File: src/rtl/fetch_pkg.sv
// ---------------------------------------------------------------------------
// fetch_pkg
// Definitions shared by the instruction fetch stage and its skid buffer:
//   fetch_state_t     - fetch FSM state encoding (BOOT, RUN, HOLD, DROP)
//   NOP_INSTR         - bubble encoding (addi x0,x0,0) written on flush/reset
//   DEFAULT_RESET_PC  - default program counter after reset
// No ports (package).
// ---------------------------------------------------------------------------
package fetch_pkg;

    // BOOT : out of reset, the data arriving from imem is not a real fetch.
    // RUN  : the data arriving from imem is the instruction at pc_d1.
    // HOLD : stalled; the instruction captured at the stall sits in the skid.
    // DROP : one cycle after a redirect; the data arriving is wrong-path.
    typedef enum logic [1:0] {
        BOOT = 2'd0,
        RUN  = 2'd1,
        HOLD = 2'd2,
        DROP = 2'd3
    } fetch_state_t;

    localparam logic [31:0] NOP_INSTR        = 32'h0000_0013;
    localparam logic [31:0] DEFAULT_RESET_PC = 32'h0000_0000;

endpackage : fetch_pkg

File: src/rtl/fetch_skid_buffer.sv
// ---------------------------------------------------------------------------
// fetch_skid_buffer
// One-entry holding register for the instruction (and its PC) that returns
// from instruction memory in the cycle a stall begins, so it is not lost.
// Ports:
//   clk       in   clock, rising edge
//   arst_n    in   asynchronous active-low reset (contents cleared to 0)
//   i_load    in   capture i_instr / i_pc on this edge
//   i_clear   in   discard the held entry (wins over i_load)
//   i_instr   in   instruction to capture
//   i_pc      in   PC of the instruction to capture
//   o_instr   out  held instruction
//   o_pc      out  PC of the held instruction
// ---------------------------------------------------------------------------
module fetch_skid_buffer (
    input  logic        clk,
    input  logic        arst_n,
    input  logic        i_load,
    input  logic        i_clear,
    input  logic [31:0] i_instr,
    input  logic [31:0] i_pc,
    output logic [31:0] o_instr,
    output logic [31:0] o_pc
);

    logic [31:0] r_instr;
    logic [31:0] r_pc;

    // NOTE: sequential state is written with non-blocking assignments only, so
    // every register samples the pre-edge values regardless of block ordering.
    always_ff @(posedge clk or negedge arst_n) begin
        if (!arst_n) begin
            r_instr <= 32'h0;
            r_pc    <= 32'h0;
        end else if (i_clear) begin
            r_instr <= 32'h0;
            r_pc    <= 32'h0;
        end else if (i_load) begin
            r_instr <= i_instr;
            r_pc    <= i_pc;
        end
    end

    assign o_instr = r_instr;
    assign o_pc    = r_pc;

endmodule : fetch_skid_buffer

File: src/rtl/instruction_fetch_stage.sv
// ---------------------------------------------------------------------------
// instruction_fetch_stage
// Owns the program counter, addresses the synchronous instruction memory
// (data returns one cycle after the address) and produces the IF/ID register.
// Edge priority: branch redirect > stall > normal advance.
// Optional feature: define STALL_COUNTER_EN to add stall_cnt / flush_cnt.
// Parameters:
//   RESET_PC    PC loaded on reset
//   NOP_INSTR   bubble encoding written on flush/reset
// Ports:
//   clk            in   clock, rising edge
//   arst_n         in   asynchronous active-low reset
//   pc_write       in   0 = hold PC (load-use stall)
//   if_id_write    in   0 = hold IF/ID (driven equal to pc_write)
//   branch_taken   in   redirect request from EX
//   branch_target  in   redirect PC, word aligned
//   imem_addr      out  instruction memory address (= pc_reg, registered)
//   imem_rdata     in   instruction memory data, one cycle after address
//   pc_IF_ID       out  PC of instruction in IF/ID
//   instr_IF_ID    out  instruction in IF/ID
//   valid_IF_ID    out  IF/ID holds a real instruction
//   stall_cnt      out  stall edges counted (STALL_COUNTER_EN only)
//   flush_cnt      out  redirect edges counted (STALL_COUNTER_EN only)
// ---------------------------------------------------------------------------
module instruction_fetch_stage #(
    parameter logic [31:0] RESET_PC  = fetch_pkg::DEFAULT_RESET_PC,
    parameter logic [31:0] NOP_INSTR = fetch_pkg::NOP_INSTR
) (
    input  logic        clk,
    input  logic        arst_n,
    input  logic        pc_write,
    input  logic        if_id_write,
    input  logic        branch_taken,
    input  logic [31:0] branch_target,
    output logic [31:0] imem_addr,
    input  logic [31:0] imem_rdata,
    output logic [31:0] pc_IF_ID,
    output logic [31:0] instr_IF_ID,
    output logic        valid_IF_ID
`ifdef STALL_COUNTER_EN
    ,
    output logic [31:0] stall_cnt,
    output logic [31:0] flush_cnt
`endif
);

    import fetch_pkg::*;

    fetch_state_t r_state;
    logic [31:0]  r_pc;          // next fetch address
    logic [31:0]  r_pc_d1;       // address whose data is on imem_rdata now
    logic [31:0]  r_pc_ifid;
    logic [31:0]  r_instr_ifid;
    logic         r_valid_ifid;

    logic         w_skid_load;
    logic         w_skid_clear;
    logic [31:0]  w_skid_instr;
    logic [31:0]  w_skid_pc;

    // Only a stall that starts in RUN has a live instruction to rescue; in
    // BOOT/DROP the arriving data is junk and in HOLD the skid is already full.
    assign w_skid_load  = !branch_taken && !if_id_write && (r_state == RUN);
    assign w_skid_clear = branch_taken;

    fetch_skid_buffer u_skid (
        .clk     (clk),
        .arst_n  (arst_n),
        .i_load  (w_skid_load),
        .i_clear (w_skid_clear),
        .i_instr (imem_rdata),
        .i_pc    (r_pc_d1),
        .o_instr (w_skid_instr),
        .o_pc    (w_skid_pc)
    );

    always_ff @(posedge clk or negedge arst_n) begin
        if (!arst_n) begin
            r_state      <= BOOT;
            r_pc         <= RESET_PC;
            r_pc_d1      <= 32'h0;
            r_pc_ifid    <= 32'h0;
            r_instr_ifid <= NOP_INSTR;
            r_valid_ifid <= 1'b0;
        end else if (branch_taken) begin
            // Redirect: the in-flight fetch is wrong-path, so DROP throws away
            // the data that arrives next cycle.
            r_pc         <= branch_target;
            r_pc_ifid    <= 32'h0;
            r_instr_ifid <= NOP_INSTR;
            r_valid_ifid <= 1'b0;
            r_state      <= DROP;
        end else begin
            // PC wraps modulo 2^32 through the natural 32-bit add.
            if (pc_write) begin
                r_pc    <= r_pc + 32'd4;
                r_pc_d1 <= r_pc;
            end

            if (if_id_write) begin
                case (r_state)
                    RUN: begin
                        r_pc_ifid    <= r_pc_d1;
                        r_instr_ifid <= imem_rdata;
                        r_valid_ifid <= 1'b1;
                    end
                    HOLD: begin
                        // The skid holds the instruction that was on the bus
                        // when the stall began; imem has since moved on.
                        r_pc_ifid    <= w_skid_pc;
                        r_instr_ifid <= w_skid_instr;
                        r_valid_ifid <= 1'b1;
                        r_state      <= RUN;
                    end
                    default: begin
                        r_pc_ifid    <= 32'h0;
                        r_instr_ifid <= NOP_INSTR;
                        r_valid_ifid <= 1'b0;
                        r_state      <= RUN;
                    end
                endcase
            end else if (r_state == RUN) begin
                r_state <= HOLD;
            end
        end
    end

`ifdef STALL_COUNTER_EN
    logic [31:0] r_stall_cnt;
    logic [31:0] r_flush_cnt;

    always_ff @(posedge clk or negedge arst_n) begin
        if (!arst_n) begin
            r_stall_cnt <= 32'h0;
            r_flush_cnt <= 32'h0;
        end else if (branch_taken) begin
            r_flush_cnt <= r_flush_cnt + 32'd1;
        end else if (!if_id_write) begin
            r_stall_cnt <= r_stall_cnt + 32'd1;
        end
    end

    assign stall_cnt = r_stall_cnt;
    assign flush_cnt = r_flush_cnt;
`endif

    assign imem_addr   = r_pc;
    assign pc_IF_ID    = r_pc_ifid;
    assign instr_IF_ID = r_instr_ifid;
    assign valid_IF_ID = r_valid_ifid;

endmodule : instruction_fetch_stage

File: config.mk
export PLATFORM = sky130hd
export DESIGN_NAME = instruction_fetch_stage
export DESIGN_NICKNAME = d
export VERILOG_FILES = /design/src/rtl/fetch_pkg.sv /design/src/rtl/fetch_skid_buffer.sv /design/src/rtl/instruction_fetch_stage.sv
export SDC_FILE = /design/constraint.sdc
export NUM_CORES = 1
export LEC_CHECK = 0
export ABC_AREA = 1
export CAP_MARGIN = 25
export CORE_AREA = 5 5 135 137
export CTS_CLUSTER_DIAMETER = 150
export CTS_CLUSTER_SIZE = 12
export DETAILED_ROUTE_END_ITERATION = 8
export DIE_AREA = 0 0 140 142
export PLACE_DENSITY = 0.76
export SLEW_MARGIN = 20
export SYNTH_ARGS = -nofsm -noshare
export SYNTH_HDL_FRONTEND = slang
export SYNTH_SLANG_ARGS = --single-unit
export TNS_END_PERCENT = 50
File: constraint.sdc
create_clock -name clk -period 2 [get_ports clk]
set_input_delay 0.6 -clock clk [delete_from_list [all_inputs] [get_ports clk]]
set_output_delay 0.6 -clock clk [all_outputs]
set_load 0.02 [all_outputs]
== Yosys cells after proc, flatten, opt, wreduce, memory -nomap -nowiden ==
Cells that the tools add are included.

* Reduce and logical (&&, ||, !) cells: 11
* Eq/ne operators: 3
* Bitwise gates (word level): 1
* Mux-type cells: 19
* $add $sub $neg: 1

{| class="wikitable"
|+ Operator list
! operator !! count
|-
| $mux W32 || 10
|-
| $pmux W32 S2 || 2
|-
| $add A32 B3 Y32 const B || 1
|-
| $mux W2 || 4
|-
| $reduce_bool A2 Y1 || 3
|-
| $reduce_and A2 Y1 || 2
|-
| $mux W1 || 3
|-
| $ne A3 B3 Y1 const B || 1
|-
| $reduce_bool A3 Y1 || 1
|-
| $eq A2 B1 Y1 const B || 1
|-
| $eq A2 B2 Y1 const B || 1
|-
| $logic_and A1 B1 Y1 || 2
|-
| $logic_not A1 Y1 || 2
|-
| $reduce_or A2 Y1 || 1
|-
| $not A1 Y1 || 1
|}

* Word-level logic and storage cells: 43
* Bits of input ports: 69
* Register bits after elaboration: 195

== Logic depth before layout (Yosys ltp) ==
Gate-level depths: netlist of run 1.

* Word-level depth: 5
* Mapped depth: 9
* Depth with buffers taken out: 8

== Hierarchy ==
Synthesis of run 1 repeated with hierarchy kept, for this count alone.

* Cells, all modules: 974
* Area total of the unflattened synthesis: 8911.0 sq um

{| class="wikitable"
|+ By module, submodules not included
! module !! instances !! area each (sq um) !! cells each
|-
| instruction_fetch_stage || 1 || 6381.1 || 697
|-
| fetch_skid_buffer || 1 || 2529.9 || 277
|}

== Worst setup path before layout of run 1 ==
No wires, ideal clock.

* Kind: register -> register
* From: register r_pc[3] (netlist: imem_addr[3])
* To: register r_pc[28] (netlist: imem_addr[28])
* Library setup time: 0.127 ns
* Cell stages (with the launch flop): 9
* Arrival time: 1.450 ns
* Path slack: 0.423 ns
* Clock period less this slack: 1.577 ns
* Buffers on the path: 0
* Required time: 1.873 ns
* Cell sequence: dfrtp_1 -> ha_1 -> nand2_1 -> nor2_1 -> nand3_1 -> nor2_1 -> nand2_1 -> nand3_1 -> nand3_1

* Word-level cells in the longest chain between the ends: 3

{| class="wikitable"
|+ RTL lines
! what !! RTL line !! source
|-
| start, declared || instruction_fetch_stage.sv:50 || <nowiki>logic [31:0] r_pc;</nowiki>
|-
| start signal, assigned || instruction_fetch_stage.sv:88 || <nowiki>r_pc <= branch_target;</nowiki>
|-
| start signal, assigned || instruction_fetch_stage.sv:96 || <nowiki>r_pc <= r_pc + 32'd4;</nowiki>
|-
| $add A32 B3 Y32 || instruction_fetch_stage.sv:96 ||
|-
| $mux W32 || instruction_fetch_stage.sv:95 || <nowiki>if (pc_write) begin</nowiki>
|-
| $mux W32 || instruction_fetch_stage.sv:85 || <nowiki>end else if (branch_taken) begin</nowiki>
|}

No other way between the ends. The select of a mux whose other input is x is not followed.
A chain may end at the register's enable or synchronous reset.

== Worst setup path in the final report of run 1 ==
* From: register r_instr_ifid[1] (netlist: instr_IF_ID[1])
* To: output port instr_IF_ID[1]

{| class="wikitable"
|+ RTL lines
! what !! RTL line !! source
|-
| start, declared || instruction_fetch_stage.sv:53 || <nowiki>logic [31:0] r_instr_ifid;</nowiki>
|-
| start signal, assigned || instruction_fetch_stage.sv:104 || <nowiki>r_instr_ifid <= imem_rdata;</nowiki>
|-
| start signal, assigned || instruction_fetch_stage.sv:111 || <nowiki>r_instr_ifid <= w_skid_instr;</nowiki>
|-
| end, declared || instruction_fetch_stage.sv:38 || <nowiki>output logic [31:0] instr_IF_ID,</nowiki>
|}

No word-level cell between the ends.

==> impl_metrics.ini, run 1 <==
[clocking]
tritoncts = built
cts.path.max_buffers = 2
path_clk_slew_ns = 0.07
insertion_delay_ns = 0.43
numClockSinks = 195
htree_levels = 4
post_cts_buffers = 0
cts_hold_buf = 0
cts-root-buf = clkbuf_16
cts_made_buffers = 17

[critical_path]
rr_startpoint = imem_addr[3]$_DFFE_PN0N_
path_cells = dlygate4sd2_1
crit_path_max_fanout = 2
critical-path-max-stage-delay_ns = 0.53
r2r_slack_ns = 0.24
required_ns = 1.40
r2r_cells = 8
critPathLaunchType = flip-flop
cp_num_buf_inv = 1
crit_path_end_kind = primary output
crit_end = instr_IF_ID[1]
path_depth = 1
timing.rr.end = imem_addr[28]$_DFFE_PN0N_
slowest_stage = dfstp_2
startpoint = instr_IF_ID[1]$_DFFE_PN1P_
cp.arrival_ns = 1.28
worst-setup-path-type = reg -> out
cp_top_family = flip-flops

[synthesis]
ys_seq_area_share_pct = 57.2
syn_area_per_cell_um2 = 9.19
synthCells = 929
synth_top_area_cell = dfrtp_1
synthTopCellsByArea = dfrtp_1 (56%), nand2_1 (7.6%), a22o_1 (6.3%), o22ai_1 (4.5%), nor2_1 (4.3%)
ys_types = 28
synth_seq_cells = 195
synth_area_um2 = 8540
yosysWarnings = 0
synth.top_cell.area_share_pct = 56.3
syn_nets = 1001

[layout]
nets = 1183
num_antenna_cells = 0
syn2layout_area_growth_pct = 33.7
final_common_cell = dfrtp_1
fill_cells = 1366
most-common-layout-cells = dfrtp_1 (192), nand2_1 (172), nor2_1 (98), inv_1 (93), dlygate4sd2_1 (76)
drive_gt1_share_pct = 9.16
final_area_um2 = 11400

[routing]
drc = 0
num_vias = 7343
avgRoutedWirePerCell_um = 16.3
drt-initial-drc-count = 428
routed_wl_um = 22000
drt-vias-per-instance = 5.44
dr.pass1.iters = 5
antenna_left = 0

[global_routing]
track_usage_pct = 22.6
grt_pass1_wl_um = 36800
first_global_vias = 7267
gr-total-overflow = 0
antenna_found_initial = 0
grt_max_degree = 57

[floorplanning]
dieArea_um2 = 19900
die_x_um = 140
coreArea_um2 = 16900
die_height_um = 142
io-pin-count = 166
initial_core_util_pct = 50.4
num_rows = 48

[placement]
gp_congestion = 0.934
dp_hpwl_um = 15200
placed_area_um2 = 10800
io_buffers = 165

[pwr]
p_leak_nw = 5.67
peakVddDrop_v = 0.000571
p_per_area_nw_per_um2 = 824

[sta]
whs_ns = 0.144
rsz0062_at_grt = no
period_needed_ns = 1.88
worst_pin_slew_ns = 0.493
final-max-slew-violation-count = 0
hold_violations = 0
finalSetupViolations = 0
max_freq_mhz = 531
fin_crit_sh_pct = 94.2
relSlewSlack_pct = 67.2
finClkSkew_ns = 0.0124

[run_status]
status = finished clean

[hold_path]
hp-class = in -> async

[job]
max-cap-violations = 0
==> per-stage QoR <==
step	cells	utilization, %	power (mW)	worst slack (ns)	TNS, ns
floorplan	929	-	5.11	0.423	0
global placement	1317	63.8	5.83	0.0447	0
detailed placement	1317	63.8	5.85	-0.00207	-0.00207
CTS	1349	67.1	9.47	0.00116	0
global route	1349	67.4	9.81	0.00332	0
finish	1349	67.4	9.40	0.115	0
==> per-layer routing <==
layer  track usage (%)  share of wire [%]
met3              4.84                8.8
met1              33.6                 46
met5                 0                  0
met4              6.07                1.1
met2              33.9                 44
==> synthesized netlist by cell type, drive strengths merged <==
master	n
o21a	1
ha	3
o2111ai	1
nor2	107
a22oi	20
dfstp	3
nand3b	1
a22o	61
buf	31
o211ai	10
nand3	53
a21oi	3
dfrtp	192
clkbuf	22
nand4	9
nand2	172
o32ai	2
inv	100
o21ai	71
a31oi	3
nor3	3
o22ai	61
==> where the power goes <==
group | switching [mW] | internal (mW)
Sequential | 0.164 | 4.19
Combinational | 0.809 | 0.555
Clock | 1.42 | 2.26
Total | 2.39 | 7.01
==> layout make-up <==
type                    count  area, µm²  share of cell area (%)
inverters                 100        375                    3.29
clock buffers              24        502                    4.40
repair buffers            216       2180                    19.1
clock inverters             8        146                    1.28
multi-input cells         581       3040                    26.7
well taps                 225        282                    2.47
flip-flops and latches    195       4880                    42.8
==> timing repair <==
| item | in CTS | in global routing |
|---|---|---|
| setup endpoints to repair | 76 | 21 |
| gates resized for setup | 76 | 21 |
| cloned | 0 | 0 |
| pin swaps | 0 | 0 |
==> worst min-delay path by stage <==
stage / from / end / slack [ns] / cells after the start
3_3_place_gp: r_pc_d1[15]$_DFFE_PN0P_ / r_pc_d1[15]$_DFFE_PN0P_ / 0.46 / 2
2_1_floorplan: arst_n / imem_addr[0]$_DFFE_PN0P_ / 0.30 / 0
4_1_cts: arst_n / instr_IF_ID[9]$_DFFE_PN0P_ / 0.16 / 1
6_report: arst_n / instr_IF_ID[9]$_DFFE_PN0P_ / 0.14 / 1
5_1_grt: arst_n / instr_IF_ID[7]$_DFFE_PN0P_ / 0.17 / 1
3_5_place_dp: r_pc_d1[15]$_DFFE_PN0P_ / r_pc_d1[15]$_DFFE_PN0P_ / 0.46 / 2
==> registers in the layout, summed over array words and instances, names as in the netlist <==
register / flops
u_skid.o_pc: 32
u_skid.o_instr: 32
instr_IF_ID: 32
valid_IF_ID: 1
r_pc_d1: 32
r_state: 2
pc_IF_ID: 32
imem_addr: 32
==> kinds of logic after synthesis <==
group,after synthesis,share of synthesized area (%)
AND/OR/NAND/NOR,345,16.9
flip-flops,195,57.2
buffers and inverters,153,7.17
AO/OA/AOI/OAI,233,18.3
adder cells (fa/ha/maj),3,0.440
Note: power is estimated with default switching activity, not from simulation.
==> run 2: changes to the inputs <==
==> constraint.sdc (replaced) <==
create_clock -name clk -period 1.98 [get_ports clk]
set_input_delay 0.594 -clock clk [delete_from_list [all_inputs] [get_ports clk]]
set_output_delay 0.594 -clock clk [all_outputs]
set_load 0.02 [all_outputs]
==> run 2 against run 1 <==
Compared with the run above:
- routed wire length hardly changed
- die area stayed put
- hold slack got worse by 0.065 ns
- via count about the same
- clock skew fell by 0.00075 ns
==> impl_metrics.ini, run 2 (same netlist as run 1, synthesis figures left out) <==
[run_status]
status = finished clean

[floorplanning]
die_height_um = 142
die_x_um = 140
coreArea_um2 = 16900
num_rows = 48
io-pin-count = 166
initial_core_util_pct = 50.4
dieArea_um2 = 19900

[routing]
num_vias = 7350
drt-initial-drc-count = 486
drt-vias-per-instance = 5.46
antenna_left = 0
routed_wl_um = 22000
drc = 0
dr.pass1.iters = 6
avgRoutedWirePerCell_um = 16.4

[global_routing]
first_global_vias = 7108
grt_pass1_wl_um = 36300
track_usage_pct = 22.4
gr-total-overflow = 0
grt_max_degree = 67
antenna_found_initial = 0

[placement]
gp_congestion = 0.947
place_inst = 1313
io_buffers = 165
dp_hpwl_um = 15100

[sta]
final-max-slew-violation-count = 0
finClkSkew_ns = 0.0116
relSlewSlack_pct = 71.3
fin_crit_sh_pct = 95.4
max_freq_mhz = 529
period_needed_ns = 1.89
hold_violations = 0
worst_pin_slew_ns = 0.429
rsz0062_at_grt = no
finalSetupViolations = 0

[layout]
num_antenna_cells = 0
fill_cells = 1372
most-common-layout-cells = dfrtp_1 (192), nand2_1 (172), nor2_1 (98), dlygate4sd2_1 (97), inv_1 (93)
drive_gt1_share_pct = 8.93
final_common_cell = dfrtp_1
fin_util_pct = 66.9
layout.cells.non_filler = 1345
nets = 1179
syn2layout_area_growth_pct = 32.8

[critical_path]
cp_num_buf_inv = 1
path_cells = dlygate4sd2_1
slowest_stage = dfstp_2
crit_path_max_fanout = 2
critical-path-max-stage-delay_ns = 0.54
required_ns = 1.39
worst-setup-path-type = reg -> out
cp_top_family = flip-flops
cp.arrival_ns = 1.30
critPathLaunchType = flip-flop
crit_path_end_kind = primary output

[pwr]
p_leak_nw = 5.38
peakVddDrop_v = 0.000767
p_per_area_nw_per_um2 = 856

[hold_path]
hp-class = in -> async

[clocking]
cts_made_buffers = 17
cts_hold_buf = 0
path_clk_slew_ns = 0.07
cts-root-buf = clkbuf_16
cts.path.max_buffers = 2
numClockSinks = 195
post_cts_buffers = 0
htree_levels = 4
cts_resized = 97
tritoncts = built
insertion_delay_ns = 0.43

[job]
max-cap-violations = 0
-- run 2: final timing paths --
| kind | startpoint | to | slack [ns] | cells after the start |
|---|---|---|---|---|
| min in group clk | r_pc_d1[4]$_DFFE_PN0P_ | r_pc_d1[4]$_DFFE_PN0P_ | 0.48 | 2 |
| worst min-delay path | arst_n | instr_IF_ID[9]$_DFFE_PN0P_ | 0.08 | 1 |
| worst max register to register | imem_addr[3]$_DFFE_PN0N_ | imem_addr[22]$_DFFE_PN0N_ | 0.23 | 9 |
| worst min register to register | r_pc_d1[4]$_DFFE_PN0P_ | r_pc_d1[4]$_DFFE_PN0P_ | 0.48 | 2 |
| max in group asynchronous | arst_n | pc_IF_ID[12]$_DFFE_PN0P_ | 1.23 | 2 |
| worst max-delay path | instr_IF_ID[1]$_DFFE_PN1P_ | instr_IF_ID[1] | 0.09 | 1 |
-- run 2: per-layer routing --
layer	up-vias	global-route usage, %	part of all wire, %
met5	-	0	0
met4	0	7.34	1.7
met3	34	4.20	7.1
met2	310	34.0	45
met1	3477	33.0	46
li1	3529	-	-
-- run 2: power breakdown --
group / switching, mW / internal (mW) / total (mW) / leakage [nW]
sequential: 0.171 / 4.24 / 4.41 / 2.56
combinational: 0.810 / 0.553 / 1.36 / 2.49
clock: 1.49 / 2.45 / 3.94 / 0.335
-- run 2: per-stage QoR --
step / worst slack, ns / instance area [µm²] / total power [mW] / hold slack, ns / setup TNS [ns]
6_report: 0.0902 / 11300 / 9.71 / 0.0789 / 0
4_1_cts: 0.0720 / 11300 / 9.78 / 0.0791 / 0
5_1_grt: 0.0239 / 11300 / 10.1 / 0.0906 / 0
3_3_place_gp: -0.00421 / 10800 / 5.87 / 0.455 / -0.0622
2_1_floorplan: 0.403 / 8540 / 5.16 / 0.298 / 0
3_5_place_dp: -0.0362 / 10800 / 5.90 / 0.459 / -0.575
-- run 2: cell type report --
type / count / area [µm²] / area share [%]
repair buffers: 212 / 2070 / 18.3
clock buffers: 20 / 457 / 4.03
clock inverters: 12 / 225 / 1.99
well taps: 225 / 282 / 2.48
inverters: 100 / 375 / 3.31
multi-input cells: 581 / 3040 / 26.8
flip-flops and latches: 195 / 4880 / 43.1
